**src/rtl/pc_sequencer.sv**
```systemverilog
// pc_sequencer: multicycle next-PC sequencer for the fetch datapath.
// Accepts one PC-update request per instruction from the main control FSM
// and drives the PC-source mux select plus the PC/EPC write enables.
// Exceptions run a vector fetch: EPC is written, the handler address is read
// from memory at VEC_BASE+code, and after MEM_LAT cycles PC is loaded from it.
//
// Parameters:
//   MEM_LAT   cycles from vec_rd to vector data valid at mux input 4 (1..7)
//   VEC_BASE  byte address of the vector for exception code 0
//
// Ports:
//   clk          in   single clock, rising edge
//   reset        in   synchronous, active-high
//   req_valid    in   request present
//   req_ready    out  request can be accepted (IDLE only)
//   req_kind     in   0 NEXT, 1 BRANCH, 2 JUMP, 3 JR, 4 EXC, 5 ERET, 6/7 illegal
//   branch_cond  in   branch outcome, sampled at accept
//   exc_code     in   exception cause, sampled at accept (3 maps to 0)
//   pc_source    out  mux select: 001 PC+4, 000 branch, 010 jump,
//                     100 memory vector, 101 EPC/register
//   pc_write     out  one-cycle PC load strobe
//   epc_write    out  one-cycle EPC load strobe
//   vec_rd       out  one-cycle vector read strobe
//   vec_addr     out  vector byte address, held after the read
//   done         out  one-cycle completion pulse
//   busy         out  high in every state except IDLE
//
// Configuration macro:
//   PCSEQ_ERET_EN  defined: ERET selects 101 and writes PC like JR.
//                  undefined: ERET is illegal and takes the EXC path, code 0.
module pc_sequencer #(
  parameter int          MEM_LAT  = 2,
  parameter logic [31:0] VEC_BASE = 32'd253
) (
  input  logic        clk,
  input  logic        reset,
  input  logic        req_valid,
  output logic        req_ready,
  input  logic [2:0]  req_kind,
  input  logic        branch_cond,
  input  logic [1:0]  exc_code,
  output logic [2:0]  pc_source,
  output logic        pc_write,
  output logic        epc_write,
  output logic        vec_rd,
  output logic [31:0] vec_addr,
  output logic        done,
  output logic        busy
);

  typedef enum logic [1:0] {
    S_IDLE     = 2'd0,
    S_ISSUE    = 2'd1,
    S_VEC_WAIT = 2'd2,
    S_VEC_LOAD = 2'd3
  } state_t;

  localparam logic [2:0] PCS_PC4 = 3'b001;
  localparam logic [2:0] PCS_BR  = 3'b000;
  localparam logic [2:0] PCS_JMP = 3'b010;
  localparam logic [2:0] PCS_VEC = 3'b100;
  localparam logic [2:0] PCS_EPC = 3'b101;

  localparam logic [2:0] K_NEXT   = 3'd0;
  localparam logic [2:0] K_BRANCH = 3'd1;
  localparam logic [2:0] K_JUMP   = 3'd2;
  localparam logic [2:0] K_JR     = 3'd3;
  localparam logic [2:0] K_EXC    = 3'd4;
  localparam logic [2:0] K_ERET   = 3'd5;

  localparam logic [2:0]  LAT_M1  = 3'(MEM_LAT - 1);
  localparam logic [32:0] VEC_TOP = {1'b0, VEC_BASE} + 33'd3;

  if (MEM_LAT < 1 || MEM_LAT > 7) begin : g_lat_chk
    $error("pc_sequencer: MEM_LAT must be in 1..7");
  end
  if (VEC_TOP[32]) begin : g_base_chk
    $error("pc_sequencer: VEC_BASE+3 wraps 32 bits");
  end

  state_t      r_state, w_state_nxt;
  logic [2:0]  r_cnt, w_cnt_nxt;
  logic [2:0]  r_pc_source, w_pc_source_nxt;
  logic        r_pc_write, w_pc_write_nxt;
  logic        r_epc_write, w_epc_write_nxt;
  logic        r_vec_rd, w_vec_rd_nxt;
  logic [31:0] r_vec_addr, w_vec_addr_nxt;
  logic        r_done, w_done_nxt;
  logic        r_busy;
  logic        r_req_ready;
  logic        w_accept;
  logic        w_is_exc;
  logic [1:0]  w_code;

  assign w_accept = req_valid && r_req_ready && (r_state == S_IDLE);

  // Outputs are computed for the state being entered, so each registered
  // strobe lines up with the cycle spent in that state.
  always_comb begin
    w_state_nxt     = r_state;
    w_cnt_nxt       = r_cnt;
    w_pc_source_nxt = r_pc_source;
    w_pc_write_nxt  = 1'b0;
    w_epc_write_nxt = 1'b0;
    w_vec_rd_nxt    = 1'b0;
    w_vec_addr_nxt  = r_vec_addr;
    w_done_nxt      = 1'b0;
    w_is_exc        = 1'b0;
    w_code          = 2'd0;

    case (r_state)
      S_IDLE: begin
        if (w_accept) begin
          // Anything not decoded as a simple kind falls through to EXC.
          w_is_exc = 1'b1;
          case (req_kind)
            K_NEXT: begin
              w_is_exc        = 1'b0;
              w_pc_source_nxt = PCS_PC4;
              w_pc_write_nxt  = 1'b1;
            end
            K_BRANCH: begin
              w_is_exc        = 1'b0;
              w_pc_source_nxt = branch_cond ? PCS_BR : PCS_PC4;
              w_pc_write_nxt  = branch_cond;
            end
            K_JUMP: begin
              w_is_exc        = 1'b0;
              w_pc_source_nxt = PCS_JMP;
              w_pc_write_nxt  = 1'b1;
            end
            K_JR: begin
              w_is_exc        = 1'b0;
              w_pc_source_nxt = PCS_EPC;
              w_pc_write_nxt  = 1'b1;
            end
`ifdef PCSEQ_ERET_EN
            K_ERET: begin
              w_is_exc        = 1'b0;
              w_pc_source_nxt = PCS_EPC;
              w_pc_write_nxt  = 1'b1;
            end
`endif
            default: ;
          endcase

          if (w_is_exc) begin
            // Only a genuine EXC carries a cause; reserved code 3 and all
            // illegal kinds use vector 0.
            if (req_kind == K_EXC && exc_code != 2'd3) w_code = exc_code;
            w_state_nxt     = S_ISSUE;
            w_epc_write_nxt = 1'b1;
            w_vec_rd_nxt    = 1'b1;
            w_vec_addr_nxt  = VEC_BASE + {30'd0, w_code};
            w_cnt_nxt       = LAT_M1;
          end else begin
            w_done_nxt = 1'b1;
          end
        end
      end
      S_ISSUE: begin
        w_state_nxt = (LAT_M1 == 3'd0) ? S_VEC_LOAD : S_VEC_WAIT;
      end
      S_VEC_WAIT: begin
        // Counter value 1 here means it reaches 0 on this edge.
        w_cnt_nxt = r_cnt - 3'd1;
        if (r_cnt <= 3'd1) w_state_nxt = S_VEC_LOAD;
      end
      S_VEC_LOAD: begin
        w_state_nxt = S_IDLE;
      end
      default: w_state_nxt = S_IDLE;
    endcase

    if (r_state != S_VEC_LOAD && w_state_nxt == S_VEC_LOAD) begin
      w_pc_source_nxt = PCS_VEC;
      w_pc_write_nxt  = 1'b1;
      w_done_nxt      = 1'b1;
    end
  end

  always_ff @(posedge clk) begin
    if (reset) begin
      r_state     <= S_IDLE;
      r_cnt       <= 3'd0;
      r_pc_source <= PCS_PC4;
      r_pc_write  <= 1'b0;
      r_epc_write <= 1'b0;
      r_vec_rd    <= 1'b0;
      r_vec_addr  <= 32'd0;
      r_done      <= 1'b0;
      r_busy      <= 1'b0;
      r_req_ready <= 1'b1;
    end else begin
      r_state     <= w_state_nxt;
      r_cnt       <= w_cnt_nxt;
      r_pc_source <= w_pc_source_nxt;
      r_pc_write  <= w_pc_write_nxt;
      r_epc_write <= w_epc_write_nxt;
      r_vec_rd    <= w_vec_rd_nxt;
      r_vec_addr  <= w_vec_addr_nxt;
      r_done      <= w_done_nxt;
      r_busy      <= (w_state_nxt != S_IDLE);
      r_req_ready <= (w_state_nxt == S_IDLE);
    end
  end

  assign req_ready = r_req_ready;
  assign pc_source = r_pc_source;
  assign pc_write  = r_pc_write;
  assign epc_write = r_epc_write;
  assign vec_rd    = r_vec_rd;
  assign vec_addr  = r_vec_addr;
  assign done      = r_done;
  assign busy      = r_busy;

endmodule

```
**config.mk**
```make
export PLATFORM = sky130hd
export DESIGN_NAME = pc_sequencer
export DESIGN_NICKNAME = d
export VERILOG_FILES = /design/src/rtl/pc_sequencer.sv
export SDC_FILE = /design/constraint.sdc
export NUM_CORES = 1
export LEC_CHECK = 0
export ABC_AREA = 1
export CAP_MARGIN = 20
export CORE_MARGIN = 3
export CORE_UTILIZATION = 43
export DETAILED_ROUTE_END_ITERATION = 8
export PLACE_DENSITY = 0.94
export SLEW_MARGIN = 5
export SYNTH_ARGS = -nofsm -noshare
export SYNTH_HDL_FRONTEND = slang
export SYNTH_SLANG_ARGS = --single-unit
export TNS_END_PERCENT = 50
```
**constraint.sdc**
```tcl
create_clock -name clk -period 3.6 [get_ports clk]
set_input_delay 0.36 -clock clk [delete_from_list [all_inputs] [get_ports clk]]
set_output_delay 0.36 -clock clk [all_outputs]
set_load 0.02 [all_outputs]
```
==> results of run 1 <==
[kinds of logic (layout without fill, tap and decap cells)]
kind of cell | count (synthesis) | after routing
xor+xnor | 1 | 1
flops | 17 | 17
compound gates | 20 | 20
fa+ha+maj | 6 | 6
other cells | 1 | 23
simple gates | 39 | 39
buf+inv | 49 | 49
[cell usage in the layout, fill, tap and decap left out, drive strengths merged]
cell and count:
clkinv 1, inv 19, nor2 15, clkdlybuf4s50 26
xor2 1, o211ai 1, ha 6, nand3 7
conb 23, o21ai 7, a31oi 1, a21oi 11
dfxtp 17, nor3 1, nand2 16, clkbuf 3
[through the flow]
stage / cell area [um^2] / worst slack [ps]
floorplan: 1110 / 2310
global placement: 1180 / 1720
finish: 1210 / 1880
detailed placement: 1180 / 1660
CTS: 1210 / 1860
global route: 1210 / 1800
[layout make-up]
cell class              instances  area, um^2  share of cell area [%]
well taps                      28        35.0                    2.90
repair buffers                 26         260                    21.5
flip-flops and latches         17         340                    28.1
clock inverters                 1        5.00                   0.414
multi-input cells              89         475                    39.3
inverters                      19        71.3                    5.89
clock buffers                   3        22.5                    1.86
[power by group through the flow]
| stage | sequential (mW) | combinational, mW | clock [mW] |
|---|---|---|---|
| after detailed placement | 0.282 | 0.455 | 0 |
| after global routing | 0.282 | 0.500 | 0.109 |
| after CTS | 0.277 | 0.456 | 0.104 |
| after floorplan | 0.328 | 0.285 | 0 |
| after global placement | 0.278 | 0.438 | 0 |
| final | 0.276 | 0.454 | 0.101 |
[worst max-delay path by stage]
stage,startpoint,cells past startpoint,slack [ps],endpoint
after CTS,vec_addr[7]$_SDFFE_PP0P_,1,1860,vec_addr[6]
after global routing,vec_addr[7]$_SDFFE_PP0P_,1,1800,vec_addr[7]
after floorplan,r_state[0]$_SDFF_PP0_,9,2310,r_cnt[2]$_SDFFE_PP0P_
after detailed placement,req_kind[2],8,1660,vec_addr[1]$_SDFFE_PP0P_
final,vec_addr[7]$_SDFFE_PP0P_,1,1880,vec_addr[3]
after global placement,req_kind[2],8,1720,vec_addr[1]$_SDFFE_PP0P_
[state kept, by name (all words and copies together) (netlist names)]
register / flops
pc_write: 1
r_state: 2
busy: 1
done: 1
pc_source: 3
r_cnt: 3
vec_addr: 4
vec_rd: 1
req_ready: 1
[layer usage]
layer | wire [um] | GRT usage [%] | share of wire [%]
met5 | 0 | 0 | 0
met1 | 671 | 11.9 | 36
met2 | 912 | 24.0 | 49
met3 | 217 | 3.54 | 12
met4 | 45 | 6.22 | 2.4
==> impl_results.md, run 1 <==
* Status: finished clean
* Final ANT Viol Nets at 0
* Final nets at roughly 170
* Synth Warn # at 0
* Cts hold-fix bufs at 0
* Global-route wire length before repair at ~2700 um
* Longest Clk Path Bufs at 2
* GRT Overall Usage at 12.5%
* Worst-path clk slew at around 90 ps
* Layout cells sized above 1 at between 8 and 9%
* IO Pins at 50
* Xor-xnor portion of the synthesized cell area at less than 1%
* Htree depth at 1
* CTS Buf Count at 3
* Total setup buffers inserted after CTS at 0
* Initial DRC Count at 19
* Post-synth top flop: dfxtp_1
* Setup-failing EPs final at 0
* Reg power frac at 33.3%
* Adder-Cell Fraction of Synth Area at approximately 7.3%
* Tmin final at 1720 ps
* Hold endpoint: r_cnt[0]$_SDFFE_PP0P_
* Power Dens Cells at ~690 mW/mm^2
* CTS tree: done
* Period utilization at 47.7%
* Startpoint types: flip-flop
* Final cell count without fillers at 183
* Via density per instance at around 4.4
* Post-CTS sizing at 0
* First-pass DRT Iterations at 4
* Diodes inserted at 0
* Worst r2r src: r_state[0]$_SDFF_PP0_
* Worst EP arrival at between 1000 and 1500 ps
* Synth top cells by count: 29 x buf_4, 17 x dfxtp_1, 17 x inv_1, 14 x nand2_1, 13 x nor2_1
* Logic pwr share at a little over half
* # Max-Cap Violations at 0
* P_int at between 400 and 500 uW
* Endpoint class of the critical path: output port
* R2r setup slk at ~2100 ps
* Crit-path max FO at 7
* CTS root buffer: clkbuf_4
* CP max-delay cell: clkdlybuf4s50_1
* HP Class: reg2reg
* # DRC at 0
* Post-synthesis compound-gate area fraction at approximately 11%
* Count leader, synth: buf_4
* Worst hold slack at ~480 ps
* Worst EP required at between 3000 and 4000 ps
* Hold path start: r_cnt[0]$_SDFFE_PP0P_
* End of the worst register-to-register path: pc_source[2]$_SDFFE_PP0P_
* Clk_lat worst skew at slightly below 300 ps
* Largest stage delay, worst path at 640 ps
* Final wirelength at around 1800 um
* Area delta synth->final at 17.8%
* Buf/Inv on CP at 1
* Row count at 17
* Post-synthesis sequential area ratio at 33.1%
* Clock power share at between 10% and 20%
* Synth async-reset ratio at 0%
* Post-synthesis mux area share at 0%
* Die area at 0.00301 mm^2
* Cells after synthesis at roughly 130
* Chip width at around 55 um
* Switching share of power at between 40 and 50%
* Slew Viols, Final at 0
* Setup CP Type: reg2out
* Fmax at a little under 600 MHz
* Port buffer count at 26
* Fin. Hold Viols at 0
* Number of global-route vias before repair at approximately 660
* Avg WL per Cell at 10.1 um
* Largest net degree at the start of global routing at 12
* Distinct cells, synth at 21
* Detailed Place HPWL at around 1500 um
* Die Ht at approximately 55 um
* FF-to-FF path depth at 8
* Post-Synth Simple-Gate Area at between 10% and 20%
* Worst path top cell family by delay: buffers and inverters
* Core Util, Final at roughly 54%
* Layout fillers at 208
* Leakage power at ~0.57 nW
* Post-route setup TNS at 0 ps
* Initial Util at 46.0%
* Worst-path cell chain: clkdlybuf4s50_1
* Area contributors post-synth: dfxtp_1 33%, buf_4 21%, ha_1 7.3%, inv_1 6.2%, a21oi_1 5.4%
* Final GP Congestion at 0.754
* Post-synth EDFFs at 0
* VDD IR max at about 0.00040 V
* Average size of a mapped cell at between 7 and 8 um^2
* RSZ-0062 raised after global routing: false
* Gr ovfl total at 0
* Area share of the largest cell type after synthesis at 33.1%
* Core area at around 0.0022 mm^2
* Total power at roughly 830 uW
* Switch Pwr at 363 uW
* Num Clock Sinks at 17
* Initial antenna violation count at 0
* Dominant cell type by area after synthesis: dfxtp_1
* Placed Cells at between 150 and 200
* #FFs+latches synth at 17
* Clk_skew at about 3.2 ps
* Mapped cell area at approximately 0.0010 mm^2
* Largest family of logic cells by synthesized area: buffers and inverters
* WHS Path Cells at 2
* Via count at roughly 810
Power figures use the tool's default switching activity.
==> inputs of run 2 (changes only) <==
--- a/config.mk
+++ b/config.mk
@@ -8,9 +8,9 @@
 export ABC_AREA = 1
 export CAP_MARGIN = 20
 export CORE_MARGIN = 3
-export CORE_UTILIZATION = 43
+export CORE_UTILIZATION = 40
 export DETAILED_ROUTE_END_ITERATION = 8
-export PLACE_DENSITY = 0.94
+export PLACE_DENSITY = 0.89
 export SLEW_MARGIN = 5
 export SYNTH_ARGS = -nofsm -noshare
 export SYNTH_HDL_FRONTEND = slang
==> constraint.sdc (replaced) <==
create_clock -name clk -period 1.6 [get_ports clk]
set_input_delay 0.16 -clock clk [delete_from_list [all_inputs] [get_ports clk]]
set_output_delay 0.16 -clock clk [all_outputs]
set_load 0.02 [all_outputs]
==> run 2 against run 1 <==
Worst hold slack worse by 7.1 ps; utilization is 0.42 points lower; sequential power increased by 130%; critical path depth is the same; clock skew down 2.0 ps; die area up 6.7%; routed wire length up 2.1%; first-iteration DRC count increased by 11%; critical endpoint is now vec_addr[2]; largest power group unchanged.
==> impl_results.md, run 2 (synthesis results as in run 1) <==
* Status: finished clean
* Worst EP required at approximately 1400 ps
* Leakage power at slightly above 0.6 nW
* Power Dens Cells at approximately 1500 mW/mm^2
* Area delta synth->final at 21.3%
* Fin. Hold Viols at 0
* First-pass DRT Iterations at 4
* Setup CP Type: reg2out
* Htree depth at 1
* Final instance area at between 0.001 and 0.0015 mm^2
* Via density per instance at approximately 4.4
* Crit-path max FO at 7
* Initial Util at between 40% and 50%
* CTS tree: done
* Row count at 17
* GRT Overall Usage at 12.0%
* Core area at ~0.0023 mm^2
* # DRC at 0
* Clk_lat worst skew at around 300 ps
* HP Class: reg2reg
* Buf/Inv on CP at 1
* Initial antenna violation count at 0
* Setup-failing EPs final at 0
* Number of flip-flops in the largest register at 4
* Worst slack, placed at between 15 and 20 ps
* Die area at approximately 0.0032 mm^2
* Final ANT Viol Nets at 0
* Number of global-route vias before repair at approximately 670
* Worst EP arrival at between 1000 and 1500 ps
* Final worst slack at approximately 78 ps
* CP max-delay cell: clkdlybuf4s50_1
* Num Clock Sinks at 17
* VDD IR max at between 0.0008 and 0.0009 V
* CTS Buf Count at 3
* Worst hold slack at about 470 ps
* # Max-Cap Violations at 0
* Worst-path clk slew at approximately 100 ps
* Die Ht at roughly 57 um
* Tmin final at ~1500 ps
* Worst path top cell family by delay: buffers and inverters
* Via count at about 810
* Final wirelength at about 1900 um
* Worst-path cell chain: clkdlybuf4s50_1
* Initial DRC Count at 21
* CTS root buffer: clkbuf_4
* Fmax at about 660 MHz
* Clk_skew at 1.21 ps
* Port buffer count at 26
* IO Pins at 50
* Chip width at 56.7 um
* Largest stage delay, worst path at roughly 640 ps
* Most frequent cells in the layout: 24 x clkdlybuf4s50_1, 23 x conb_1, 17 x inv_1, 17 x dfxtp_1, 14 x nand2_1
* Final GP Congestion at between 0.7 and 0.8
* Commonest non-fill, non-tap cell in the layout: clkdlybuf4s50_1
* Global-route wire length before repair at between 2000 and 3000 um
* Placement Cell Area at about 0.0012 mm^2
* Detailed Place HPWL at 1550 um
* Slew Viols, Final at 0
* Total setup buffers inserted after CTS at 0
* Avg WL per Cell at between 10 and 15 um
* Diodes inserted at 0
* Layout cells sized above 1 at a little over a tenth
* Longest Clk Path Bufs at 2
* Endpoint class of the critical path: output port
* Final nets at around 180
* Gr ovfl total at 0
* Largest net degree at the start of global routing at 11
* Startpoint types: flip-flop
* Period utilization at 95.1%
[run 2: area by class of cell]
cell class	count	area, um^2
Fill cell	216	1070
Clock buffer	4	26.3
Sequential cell	17	340
Timing Repair Buffer	30	295
Inverter	19	71.3
Tap cell	28	35.0
Multi-Input combinational cell	89	478
[run 2: worst paths after layout]
path / end / slack, ps / depth (start not counted) / startpoint
worst min register to register: r_cnt[0]$_SDFFE_PP0P_ / 470 / 2 / r_cnt[0]$_SDFFE_PP0P_
worst max-delay path: vec_addr[2] / 80 / 1 / vec_addr[7]$_SDFFE_PP0P_
worst min-delay path: r_cnt[0]$_SDFFE_PP0P_ / 470 / 2 / r_cnt[0]$_SDFFE_PP0P_
worst max register to register: r_cnt[2]$_SDFFE_PP0P_ / 150 / 9 / r_state[0]$_SDFF_PP0_
[run 2: metal layers]
| layer | vias up | wire [um] | track usage (%) |
|---|---|---|---|
| li1 | 414 | - | - |
| met1 | 356 | 732 | 13.2 |
| met2 | 41 | 914 | 20.1 |
| met3 | 3 | 208 | 5.06 |
| met4 | 0 | 29 | 5.08 |
| met5 | - | 0 | 0 |
[run 2: per-stage QoR]
step           instances  power (mW)  utilization (%)  TNS (ps)
2_1_floorplan        155        1.38                -         0
3_3_place_gp         183        1.62             52.3         0
3_5_place_dp         183        1.67             52.3         0
4_1_cts              187        1.90             53.4         0
5_1_grt              187        2.03             53.8    -0.281
6_report             187        1.89             53.8         0
[run 2: report_power, final]
| group | total, mW | leakage [nW] | internal, mW | switching, mW |
|---|---|---|---|---|
| combinational | 1.03 | 0.464 | 0.417 | 0.612 |
| clock | 0.239 | 0.0150 | 0.0974 | 0.141 |
| sequential | 0.622 | 0.139 | 0.551 | 0.0708 |
| total | 1.89 | 0.619 | 1.07 | 0.824 |
[run 2: what timing repair did]
item                                    CTS  global route
hold buffers                              0             0
endpoints found under the setup margin    0            10
resized for setup                         0             3
==> inputs of run 3 (changes only) <==
--- a/config.mk
+++ b/config.mk
@@ -6,7 +6,6 @@
 export NUM_CORES = 1
 export LEC_CHECK = 0
 export ABC_AREA = 1
-export CAP_MARGIN = 20
 export CORE_MARGIN = 3
 export CORE_UTILIZATION = 40
 export DETAILED_ROUTE_END_ITERATION = 8
==> results of run 3 <==
The final DEF is identical to that of run 2; final timing and power are the same.
